`src/rtl/snake_game_ctrl.sv`:
```
// snake_game_ctrl: game phase sequencer, move strobe generator, heading arbiter and score/level keeper
//   in : clk, rst (async active-low), btn_up/down/left/right/start/pause (1-cycle pulses), game_state[1:0]
//   out: body_rst, body_start, move_clk, dir[1:0], score[7:0], level[3:0], phase[1:0] (all registered)
module snake_game_ctrl #(
  parameter int BASE_TICKS       = 25000000,
  parameter int STEP_TICKS       = 2000000,
  parameter int MIN_TICKS        = 5000000,
  parameter int APPLES_PER_LEVEL = 5,
  parameter int MAX_LEVEL        = 9,
  parameter int CNT_W            = 26
) (
  input  logic       clk,
  input  logic       rst,
  input  logic       btn_up,
  input  logic       btn_down,
  input  logic       btn_left,
  input  logic       btn_right,
  input  logic       btn_start,
  input  logic       btn_pause,
  input  logic [1:0] game_state,
  output logic       body_rst,
  output logic       body_start,
  output logic       move_clk,
  output logic [1:0] dir,
  output logic [7:0] score,
  output logic [3:0] level,
  output logic [1:0] phase
);
  typedef enum logic [1:0] {IDLE = 2'b00, RUN = 2'b01, PAUSE = 2'b10, DEAD = 2'b11} phase_t;
  phase_t state, state_nx;
  logic [CNT_W-1:0] cnt;
  logic [1:0] pending, gs_prev, cand;
  logic [7:0] acnt;
  logic [31:0] dec, period;
  logic dead, start_go, running, tick, accept, apple, lvl_up;
  assign phase = state;
  always_comb begin
    dead     = game_state == 2'b10;
    start_go = (state == IDLE || state == DEAD) && btn_start;
    // death beats pause; the counter only advances in a RUN cycle that stays in RUN
    state_nx = start_go ? RUN :
               state == RUN ? (dead ? DEAD : btn_pause ? PAUSE : RUN) :
               (state == PAUSE && btn_pause) ? RUN : state;
    running  = state == RUN && !dead && !btn_pause;
    dec      = 32'(level) * 32'(STEP_TICKS);
    period   = (32'(BASE_TICKS) >= 32'(MIN_TICKS) + dec) ? 32'(BASE_TICKS) - dec : 32'(MIN_TICKS);
    // >= lets a mid-count level-up shorten the current move instead of wrapping
    tick     = running && 32'(cnt) >= period - 32'd1;
    cand     = btn_up ? 2'b11 : btn_down ? 2'b10 : btn_left ? 2'b01 : 2'b00;
    // reversal is judged against the committed heading, not the pending one
    accept   = state == RUN && (btn_up || btn_down || btn_left || btn_right) &&
               !(cand[1] == dir[1] && cand[0] != dir[0]);
    apple    = gs_prev != 2'b01 && game_state == 2'b01;
    lvl_up   = acnt + 8'd1 >= 8'(APPLES_PER_LEVEL);
  end
  always_ff @(posedge clk or negedge rst) begin
    if (!rst) begin
      state      <= IDLE;
      body_rst   <= 1'b1;
      body_start <= 1'b0;
      move_clk   <= 1'b0;
      dir        <= 2'b00;
      pending    <= 2'b00;
      score      <= 8'd0;
      level      <= 4'd0;
      acnt       <= 8'd0;
      cnt        <= '0;
      gs_prev    <= 2'b00;
    end else begin
      state      <= state_nx;
      body_rst   <= state_nx == IDLE || state_nx == DEAD;
      body_start <= state_nx == RUN;
      move_clk   <= tick;
      gs_prev    <= game_state;
      if (start_go) begin
        cnt     <= '0;
        dir     <= 2'b00;
        pending <= 2'b00;
        score   <= 8'd0;
        level   <= 4'd0;
        acnt    <= 8'd0;
      end else begin
        if (running) cnt <= tick ? '0 : cnt + CNT_W'(1);
        if (tick) dir <= pending;
        if (accept) pending <= cand;
        if (apple) begin
          score <= score == 8'hff ? score : score + 8'd1;
          acnt  <= lvl_up ? 8'd0 : acnt + 8'd1;
          if (lvl_up && level < 4'(MAX_LEVEL)) level <= level + 4'd1;
        end
      end
    end
  end
endmodule

```
`config.mk`:
```
export PLATFORM = sky130hd
export DESIGN_NAME = snake_game_ctrl
export DESIGN_NICKNAME = d
export VERILOG_FILES = /design/src/rtl/snake_game_ctrl.sv
export SDC_FILE = /design/constraint.sdc
export NUM_CORES = 1
export LEC_CHECK = 0
export ABC_AREA = 1
export BUFFER_PORTS_ARGS = -buffer_cell sky130_fd_sc_hd__clkbuf_2
export CELL_PAD_IN_SITES_DETAIL_PLACEMENT = 0
export CELL_PAD_IN_SITES_GLOBAL_PLACEMENT = 1
export CORE_ASPECT_RATIO = 1.5
export CORE_MARGIN = 8
export CORE_UTILIZATION = 40
export DETAILED_ROUTE_END_ITERATION = 6
export HOLD_SLACK_MARGIN = 0.1
export PLACE_DENSITY_LB_ADDON = 0.1
export SYNTH_ARGS = -nofsm -noshare
export SYNTH_HDL_FRONTEND = slang
export SYNTH_SLANG_ARGS = --single-unit
export TNS_END_PERCENT = 100
```
`constraint.sdc`:
```
create_clock -name clk -period 9.55 [get_ports clk]
set_input_delay 1.4325 -clock clk [delete_from_list [all_inputs] [get_ports clk]]
set_output_delay 1.4325 -clock clk [all_outputs]
set_load 0.01 [all_outputs]
```
==> results of run 1 <==
per-layer routing:
metal	up-vias	wire length (um)
li1	2255	-
met1	2084	5163
met2	71	6838
met3	12	302
met4	0	207
met5	-	0
registers in the layout, summed over array words and instances, names as in the netlist:
register,flops
body_rst,1
phase,2
acnt,8
move_clk,1
score,8
gs_prev,2
cnt,26
body_start,1
dir,2
level,4
pending,2
power breakdown:
group / leakage [nW] / switching (mW) / internal [mW]
Sequential: 0.770 / 0.0441 / 0.276
Clock: 0.170 / 0.114 / 0.262
Combinational: 1.97 / 0.507 / 0.251
Total: 2.91 / 0.666 / 0.789
synth_stat cells (all sizes together):
library cell | n | share of area [%]
nor2 | 81 | 6.5
a31oi | 4 | 0.52
ha | 49 | 13
o211ai | 3 | 0.46
a211oi | 3 | 0.46
fa | 5 | 2.1
nor3b | 2 | 0.31
nor4 | 3 | 0.39
o21bai | 3 | 0.46
or2 | 3 | 0.39
o21ai | 22 | 2.5
buf | 6 | 1.0
a211o | 1 | 0.18
xor2 | 28 | 5.6
o31ai | 2 | 0.31
o22ai | 1 | 0.13
nand4 | 20 | 2.6
dfstp | 1 | 0.54
xnor2 | 9 | 1.6
clkbuf | 4 | 0.31
nand3b | 2 | 0.31
nand2 | 169 | 14
nor3 | 11 | 1.1
dfrtp | 56 | 29
and2 | 1 | 0.13
a31o | 1 | 0.18
a221oi | 1 | 0.18
a2bb2oi | 1 | 0.18
a21oi | 35 | 3.6
and3 | 1 | 0.13
nand3 | 54 | 5.7
o41ai | 1 | 0.18
inv | 88 | 6.8
worst max-delay path by stage:
| stage | start | end | slack (ns) | cells past startpoint |
|---|---|---|---|---|
| 6_report | level[1] | cnt[13] | 3.87 | 28 |
| 3_3_place_gp | level[1] | cnt[13] | 4.04 | 28 |
| 2_1_floorplan | level[1] | cnt[25] | 4.70 | 31 |
| 5_1_grt | level[1] | cnt[13] | 3.34 | 28 |
| 4_1_cts | level[1] | cnt[13] | 3.80 | 28 |
| 3_5_place_dp | level[1] | cnt[25] | 3.83 | 28 |
worst max-delay path, delay by kind of cell, from the launching register on:
kind            cells  cell delay, ns
compound gates      1            0.12
xor+xnor            1            0.23
fa+ha+maj           4            1.70
buf+inv             3            0.38
flops               1            0.69
simple gates       19            2.39
metrics by stage:
stage / util [%] / instances / total power, mW / hold WS [ns] / area (um2)
after floorplan: - / 671 / 0.8876 / 0.4755 / 4843
after global placement: 43.10 / 844 / 1.079 / 0.5029 / 5126
after detailed placement: 43.10 / 844 / 1.083 / 0.5137 / 5126
after CTS: 46.01 / 860 / 1.468 / 0.5242 / 5473
after global routing: 46.01 / 860 / 1.589 / 0.5576 / 5473
final: 46.01 / 860 / 1.455 / 0.5187 / 5473
cells by family (layout without fill, tap and decap cells):
logic type,after synthesis,count (layout),share of synthesized area (%)
AND/OR/NAND/NOR,347,347,31.05
buffers and inverters,98,134,8.137
AO/OA/AOI/OAI,78,78,9.378
flip-flops,57,57,29.48
adder cells (fa/ha/maj),54,54,14.73
XOR/XNOR,37,37,7.234
layout make-up:
type	instances	area [um2]	share of cell area, %
repair buffers	30	155.1	2.835
inverters	88	330.3	6.036
clock inverters	5	103.9	1.898
multi-input cells	516	3022	55.21
well taps	153	191.4	3.498
flip-flops and latches	57	1428	26.09
clock buffers	11	242.7	4.435
==> results.sh, run 1 <==
export IMPL_final_common_cell="nand2_1"
export IMPL_r2r_start="level[1]"
export IMPL_place_ws_ns=3.833
export IMPL_grt_overflow=0
export IMPL_grt_max_degree=58
export IMPL_diodes=0
export IMPL_fin_ws_ns=3.871
export IMPL_cts_root_buf="clkbuf_16"
export IMPL_fp_dieH_um=150.8
export IMPL_core_mm2=0.01189
export IMPL_min_from="cnt[1]"
export IMPL_tns_ns=0
export IMPL_drc_errors=0
export IMPL_cts_resized=0
export IMPL_worstPathRequired_ns=9.75
export IMPL_detailed_place_hpwl_mm=9.939
export IMPL_synth_cell_type_count=42
export IMPL_ys_ff_latch=57
export IMPL_p_per_area_mw_per_mm2=265.8
export IMPL_slowest_delay_ns=0.69
export IMPL_die_w_um=105.8
export IMPL_fin_worst_skew_ns=0.006047
export IMPL_insertion_delay_ns=0.32
export IMPL_grt_pass1_wl_mm=21.12
export IMPL_cts_sinks=57
export IMPL_htree_levels=3
export IMPL_holdPathStages=2
export IMPL_syn_avg_cell_area_um2=7.218
export IMPL_antenna_found_initial=0
export IMPL_start_util_pct=40.72
export IMPL_drtIter0Drc=140
export IMPL_reg2reg_to="cnt[13]"
export IMPL_maxCapViolations=0
export IMPL_hold_end="cnt[1]"
export IMPL_fmax_mhz=176.1
export IMPL_rsz0062_at_grt="no"
export IMPL_cp_max_fo=23
export IMPL_wl_per_cell_um=14.55
export IMPL_worstSetupPathType="flip-flop to flip-flop"
export IMPL_ys_seq_area_share_pct=29.48
export IMPL_hold_violations=0
export IMPL_cts_hold_buf=0
export IMPL_leakage_nw=2.910
export IMPL_final_cell_mix="nand2_1 (165), inv_1 (86), nor2_1 (77)"
export IMPL_dr_pass1_iters=4
export IMPL_vias=4422
export IMPL_dieArea_mm2=0.01596
export IMPL_fill_cells=1230
export IMPL_place_gp_congestion=0.9131
export IMPL_cp_start_kind="flip-flop"
export IMPL_area_growth_pct=12.99
export IMPL_cts_tree="yes"
export IMPL_hp_class="flip-flop to flip-flop"
export IMPL_ioPinCount=29
export IMPL_outcome="completed"
export IMPL_top_usage_layer="met2"
export IMPL_num_rows=49
export IMPL_worstMarginPinSlew_ns=0.7589
export IMPL_grt_use_met3_pct=1.959
export IMPL_reg2reg_setup_slack_ns=3.87
export IMPL_grt_util_met2_pct=31.32
export IMPL_drive_gt1_share_pct=9.052
export IMPL_fin_crit_sh_pct=59.47
export IMPL_irDropWorstVdd_mv=0.1458
export IMPL_port_buffer_count=28
export IMPL_fin_nets=766
export IMPL_syn_area_mm2=0.004843
export IMPL_synth_cells=671
export IMPL_wl_mm=12.51
export IMPL_grtUsageMet1_pct=17.98
export IMPL_finalSetupViolCount=0
export IMPL_clk_pin_slew_ns=0.05
export IMPL_crit_top_cell="nand2_1"
export IMPL_final_min_clock_period_ns=5.679
export IMPL_clockBufferDepth=2
export IMPL_ys_warn_count=0
export IMPL_final_max_slew_viol_count=0
export IMPL_synth_nets=735
export IMPL_critPathCaptureType="flip-flop"
export IMPL_cts_setup_buffers=0
export IMPL_slowest_stage="dfrtp_1"
export IMPL_numCtsBuffers=9
export IMPL_reg2regPathDepth=28
export IMPL_slew_headroom_pct=49.40
export IMPL_arrival_ns=5.87
export IMPL_grt_use_total_pct=16.41
export IMPL_via_per_inst=5.142
export IMPL_first_global_vias=4379
export IMPL_antenna_left=0
Note: power is estimated with default switching activity, not from simulation.
==> run 2: changes to the inputs <==
ABC_AREA = 0   (was 1)
clock period = 4.6 ns   (was 9.55 ns; I/O delays follow)
==> run 2 against run 1 <==
The run now ends with negative setup slack left. Routed wire length is 1.5% lower. Highest routed layer unchanged. Combinational power shrank 18%. Largest power group is now the clock network. Utilization grew 8.3 points. Count of clock-buffer cells in the layout is the same. Critical path depth decreased by 8. Maximum frequency rose by 7.6%. Worst setup slack worse by 4.5 ns. Global-route usage fell by 0.43 points.
==> results.sh, run 2 <==
export IMPL_ys_seq_area_share_pct=30.27
export IMPL_critPathCaptureType="flip-flop"
export IMPL_slowest_delay_ns=0.58
export IMPL_multi_input_area_mm2=0.003511
export IMPL_cts_tree="yes"
export IMPL_place_area_mm2=0.005577
export IMPL_insertion_delay_ns=0.32
export IMPL_cp_start_kind="flip-flop"
export IMPL_num_rows=48
export IMPL_final_min_clock_period_ns=5.278
export IMPL_outcome="finished, violations left"
export IMPL_hold_violations=0
export IMPL_final_max_slew_viol_count=0
export IMPL_fp_dieH_um=149.0
export IMPL_fin_nets=694
export IMPL_leakage_nw=2.837
export IMPL_hp_class="input port to asynchronous set/reset pin"
export IMPL_p_per_area_mw_per_mm2=305.3
export IMPL_wl_mm=12.33
export IMPL_fill_cells=1106
export IMPL_dieArea_mm2=0.01559
export IMPL_p_sw_uw=638.3
export IMPL_core_mm2=0.01153
export IMPL_fin_ws_ns=-0.6775
export IMPL_syn_area_mm2=0.004716
export IMPL_cts_sinks=57
export IMPL_slew_headroom_pct=50.24
export IMPL_detailed_place_hpwl_mm=9.387
export IMPL_reg2regPathDepth=20
export IMPL_arrival_ns=5.51
export IMPL_synth_nets=597
export IMPL_p_seq_share_pct=32.1
export IMPL_synth_top_area_share_pct=29.72
export IMPL_fmax_mhz=189.5
export IMPL_rsz0062_at_grt="yes"
export IMPL_synth_common_cells="nor2_1 (67), dfrtp_1 (56), nand2_1 (53)"
export IMPL_largest_reg_flops=26
export IMPL_start_util_pct=40.90
export IMPL_power_frac_comb_pct=32.6
export IMPL_clk_pin_slew_ns=0.05
export IMPL_crit_chain="fa_1 > fa_1 > ha_4 > nor2b_4 > o21a_1 > o211ai_1 > nand3_4 > or3_4 > and3_4 > o32a_4 > buf_6 > and3b_2 > ha_4 > nand3_2 > nor3_2 > o21ai_1 > a311o_1 > buf_4 > nor2_4 > mux2i_1"
export IMPL_grt_max_degree=58
export IMPL_yosysTopAreaCell="dfrtp_1"
export IMPL_synthFlopType="dfrtp_1"
export IMPL_wl_met3_um=234
export IMPL_cts_root_buf="clkbuf_16"
export IMPL_p_int_mw=1.273
export IMPL_dr_pass1_iters=4
export IMPL_place_ws_ns=-0.7595
export IMPL_m1WireLength_mm=5.335
export IMPL_ys_ff_latch=57
export IMPL_drc_errors=0
export IMPL_via_per_inst=5.352
export IMPL_die_w_um=104.7
export IMPL_top_register="cnt"
export IMPL_worstPathRequired_ns=4.83
export IMPL_worstMarginPinSlew_ns=0.7464
export IMPL_synthArstFlopShare_pct=100.0
export IMPL_grt_use_total_pct=15.98
export IMPL_failed_checks="negative setup slack"
export IMPL_numCtsBuffers=9
export IMPL_htree_levels=3
export IMPL_reg2reg_setup_slack_ns=-0.68
export IMPL_postLayoutCellArea_mm2=0.006259
export IMPL_top_regs="cnt (26), acnt (8), score (8)"
export IMPL_synth_cells=533
export IMPL_utilization_pct=54.28
export IMPL_first_global_vias=4300
export IMPL_tns_ns=-18.61
export IMPL_top_layer_used="met4"
export IMPL_finalSetupViolCount=29
export IMPL_drtIter0Drc=150
export IMPL_r2r_start="level[2]"
export IMPL_vias=4201
export IMPL_cp_max_fo=6
export IMPL_power_mw=1.911
export IMPL_wl_per_cell_um=15.70
export IMPL_synth_edf_count=0
export IMPL_irDropWorstVdd_mv=0.1426
export IMPL_slowest_stage="fa_1"
export IMPL_synth_cell_type_count=69
export IMPL_worstSetupPathType="flip-flop to flip-flop"
export IMPL_fin_worst_skew_ns=0.008906
export IMPL_holdWs_ns=0.5067
export IMPL_final_common_cell="buf_4"
export IMPL_final_cell_mix="buf_4 (63), nor2_1 (54), dfrtp_1 (53)"
export IMPL_port_buffer_count=28
export IMPL_dpl_cell_count=760
export IMPL_grt_overflow=0
export IMPL_seqCellArea_mm2=0.001431
export IMPL_antenna_found_initial=0
export IMPL_synthTopCellsByArea="dfrtp_1 (30%), ha_1 (13%), xor2_1 (5.6%), nor2_1 (5.3%), nand2_1 (4.2%)"
export IMPL_maxCapViolations=0
export IMPL_area_growth_pct=32.71
export IMPL_reg2reg_to="dir[1]"
export IMPL_ys_warn_count=0
export IMPL_antenna_left=0
export IMPL_grt_pass1_wl_mm=20.65
export IMPL_place_gp_congestion=0.8110
export IMPL_dr_wl_met2_mm=6.665
export IMPL_power_frac_clock_pct=35.3
export IMPL_fin_crit_sh_pct=114.7
export IMPL_finalNonFillerCells=785
export IMPL_syn_avg_cell_area_um2=8.848
export IMPL_synth_most_common_cell="nor2_1"
export IMPL_ioPinCount=29
export IMPL_drive_gt1_share_pct=30.39
export IMPL_clockBufferDepth=2
export IMPL_p_sw_share_pct=33.40
export IMPL_diodes=0
==> run 2: logic make-up after synthesis <==
kind of cell,after synthesis,synth area share [%]
buffers and inverters,35,3.370
muxes,7,1.512
and+or+nand+nor,232,24.46
xor gates and xnor gates,50,9.684
AOI/OAI and AO/OA,98,15.58
DFF,57,30.27
adders and majority gates,54,15.12
==> run 2: critical path, delay by kind of cell, from the launching register on <==
family / cells / cell delay [ns]
multiplexers: 1 / 0.22
adder cells (fa/ha/maj): 4 / 1.57
buffers and inverters: 2 / 0.29
AND/OR/NAND/NOR: 8 / 1.43
AO/OA/AOI/OAI: 5 / 1.25
flip-flops: 1 / 0.42
==> run 2: how the worst max path moves through the flow <==
stage	startpoint	to	depth (start not counted)
after floorplan	level[1]	cnt[22]	22
after global placement	level[2]	cnt[3]	20
after detailed placement	level[2]	cnt[15]	20
after CTS	level[2]	cnt[3]	22
after global routing	level[2]	cnt[5]	23
final	level[2]	dir[1]	20
==> run 2: power groups by stage <==
stage               logic [mW]  clock network [mW]  registers, mW
floorplan                0.351                   0          0.624
global placement         0.532                   0          0.622
detailed placement       0.546                   0          0.623
CTS                      0.556               0.695          0.615
global route             0.696               0.716          0.623
finish                   0.623               0.675          0.613
==> run 2: layout make-up <==
type	instances	share of cell area (%)
inverter	21	1.319
sequential	57	22.87
timing repair buffer	99	11.82
clock buffer	11	4.038
tap	150	2.999
clock inverter	5	0.8597
multi-input combinational	442	56.10
==> run 2: what timing repair did <==
item | CTS | global route
hold buffers | 0 | 0
pin swaps | 3 | 15
gates resized for setup | 17 | 43
setup buffers | 4 | 2
setup endpoints to repair | 29 | 29
cloned | 1 | 2
==> run 2: per-layer routing <==
layer  GRT usage [%]  up-vias
li1                -     2101
met5               0        -
met2           30.42       42
met3           2.206        4
met4           5.018        0
met1           17.79     2054
==> run 3: changes to the inputs <==
SKIP_CTS_REPAIR_TIMING = 1   (was not set)
==> run 3 against run 2 <==
Combinational power hardly changed. Sequential share of layout area increased by 0.13 points. Final cell count decreased by 0.13%. Sequential power is essentially flat. Global-route usage shrank 0.27 points. Clock power is 0.6% higher. Die area unchanged. Via count up 0.21%. The run still ends with negative setup slack left. Cell area decreased by 0.58%. Non-clock buffer count unchanged. First-iteration DRC count shrank 20%. Utilization is 0.31 points lower. Critical endpoint is now cnt[14].
==> results.sh, run 3 (synthesis gave the netlist of run 2 again) <==
export IMPL_fmax_mhz=185.8
export IMPL_diodes=0
export IMPL_drtIter0Drc=120
export IMPL_rsz0062_at_grt="yes"
export IMPL_area_growth_pct=31.94
export IMPL_fin_worst_skew_ns=0.007334
export IMPL_via_per_inst=5.370
export IMPL_insertion_delay_ns=0.33
export IMPL_start_util_pct=40.90
export IMPL_grt_use_total_pct=15.70
export IMPL_multi_input_area_mm2=0.003475
export IMPL_grt_util_met2_pct=29.97
export IMPL_grtUsageMet1_pct=17.24
export IMPL_ioPinCount=29
export IMPL_dpl_cell_count=760
export IMPL_first_global_vias=4239
export IMPL_fp_dieH_um=149.0
export IMPL_grt_use_met3_pct=2.206
export IMPL_wl_mm=12.32
export IMPL_cts_root_buf="clkbuf_16"
export IMPL_failed_checks="negative setup slack"
export IMPL_cts_sinks=57
export IMPL_leakage_nw=2.826
export IMPL_cts_tree="yes"
export IMPL_finalSetupViolCount=29
export IMPL_arrival_ns=5.60
export IMPL_dr_pass1_iters=4
export IMPL_wl_per_cell_um=15.71
export IMPL_final_min_clock_period_ns=5.383
export IMPL_top_regs="cnt (26), acnt (8), score (8)"
export IMPL_worstPathRequired_ns=4.81
export IMPL_worstSetupPathType="flip-flop to flip-flop"
export IMPL_drc_errors=0
export IMPL_port_buffer_count=28
export IMPL_p_per_area_mw_per_mm2=307.9
export IMPL_htree_levels=3
export IMPL_largest_reg_flops=26
export IMPL_tns_ns=-21.85
export IMPL_core_mm2=0.01153
export IMPL_place_gp_congestion=0.8110
export IMPL_cp_start_kind="flip-flop"
export IMPL_cp_max_fo=11
export IMPL_worstMarginPinSlew_ns=0.7406
export IMPL_antenna_found_initial=0
export IMPL_reg2regPathDepth=20
export IMPL_vias=4210
export IMPL_irDropWorstVdd_mv=0.1480
export IMPL_fill_cells=1114
export IMPL_finalNonFillerCells=784
export IMPL_final_cell_mix="buf_4 (63), nor2_1 (54), dfrtp_1 (53)"
export IMPL_detailed_place_hpwl_mm=9.387
export IMPL_top_register="cnt"
export IMPL_outcome="finished, violations left"
export IMPL_final_common_cell="buf_4"
export IMPL_drive_gt1_share_pct=29.65
export IMPL_clockBufferDepth=2
export IMPL_die_w_um=104.7
export IMPL_place_ws_ns=-0.7595
export IMPL_critPathCaptureType="flip-flop"
export IMPL_grt_pass1_wl_mm=20.33
export IMPL_clk_pin_slew_ns=0.05
export IMPL_maxCapViolations=0
export IMPL_final_max_slew_viol_count=0
export IMPL_top_usage_layer="met2"
export IMPL_fin_ws_ns=-0.7833
export IMPL_hp_class="input port to asynchronous set/reset pin"
export IMPL_dieArea_mm2=0.01559
export IMPL_grt_overflow=0
export IMPL_antenna_left=0
export IMPL_hold_violations=0
export IMPL_fin_crit_sh_pct=117.0
export IMPL_grt_max_degree=58
export IMPL_num_rows=48
export IMPL_fin_nets=693
export IMPL_slew_headroom_pct=50.63
export IMPL_seqCellArea_mm2=0.001431
export IMPL_numCtsBuffers=9
## run 3: cell type report
class | instances | area share [%]
repair buffers | 99 | 11.88
multi-input cells | 441 | 55.84
clock inverters | 5 | 0.8647
clock buffers | 11 | 4.062
flip-flops and latches | 57 | 23.00
inverters | 21 | 1.327
well taps | 150 | 3.016
## run 3: through the flow
stage          hold WS, ns  area, um2  utilization [%]  total power [mW]
2_1_floorplan       0.3944       4853                -            0.9748
3_3_place_gp        0.5198       5577            48.36             1.155
3_5_place_dp        0.5190       5577            48.36             1.169
4_1_cts             0.4939       5883            51.02             1.858
5_1_grt             0.5000       6222            53.96             2.034
6_report            0.5022       6222            53.96             1.916
## run 3: power by group
group | switching [mW] | total (mW) | leakage (nW) | internal (mW)
Combinational | 0.359 | 0.623 | 1.90 | 0.264
Clock | 0.233 | 0.679 | 0.155 | 0.446
Sequential | 0.0535 | 0.614 | 0.767 | 0.560
Total | 0.645 | 1.92 | 2.83 | 1.27
## run 3: routing by layer
metal  vias up  share of wire [%]
met5         -                  0
met4         0                1.5
li1       2098                  -
met2        58                 53
met3        10                2.4
met1      2044                 43
## run 3: worst paths after layout
path / from / end / slack, ns
setup / recovery: level[2] / cnt[14] / -0.78
hold / removal: rst / score[6] / 0.50
setup reg to reg: level[2] / cnt[14] / -0.78
max in group asynchronous: rst / level[1] / 3.59
min in group clk: game_state[1] / gs_prev[1] / 0.50
hold reg to reg: acnt[7] / acnt[7] / 0.53
## run 3: critical path, cell delays in order (launching register included)
cell and delay (ns):
dfrtp_2 0.42, fa_1 0.58, fa_1 0.46, ha_4 0.26, nor2b_1 0.13, o21a_1 0.22, o211ai_1 0.26, nand3_4 0.10
or3_4 0.38, and3_4 0.18, o32a_4 0.42, buf_6 0.13, and3b_2 0.21, ha_4 0.27, nand3_2 0.06, nor3_2 0.19
o21ai_1 0.09, a311o_1 0.33, o21ai_4 0.28, clkbuf_16 0.22, nor2_1 0.05
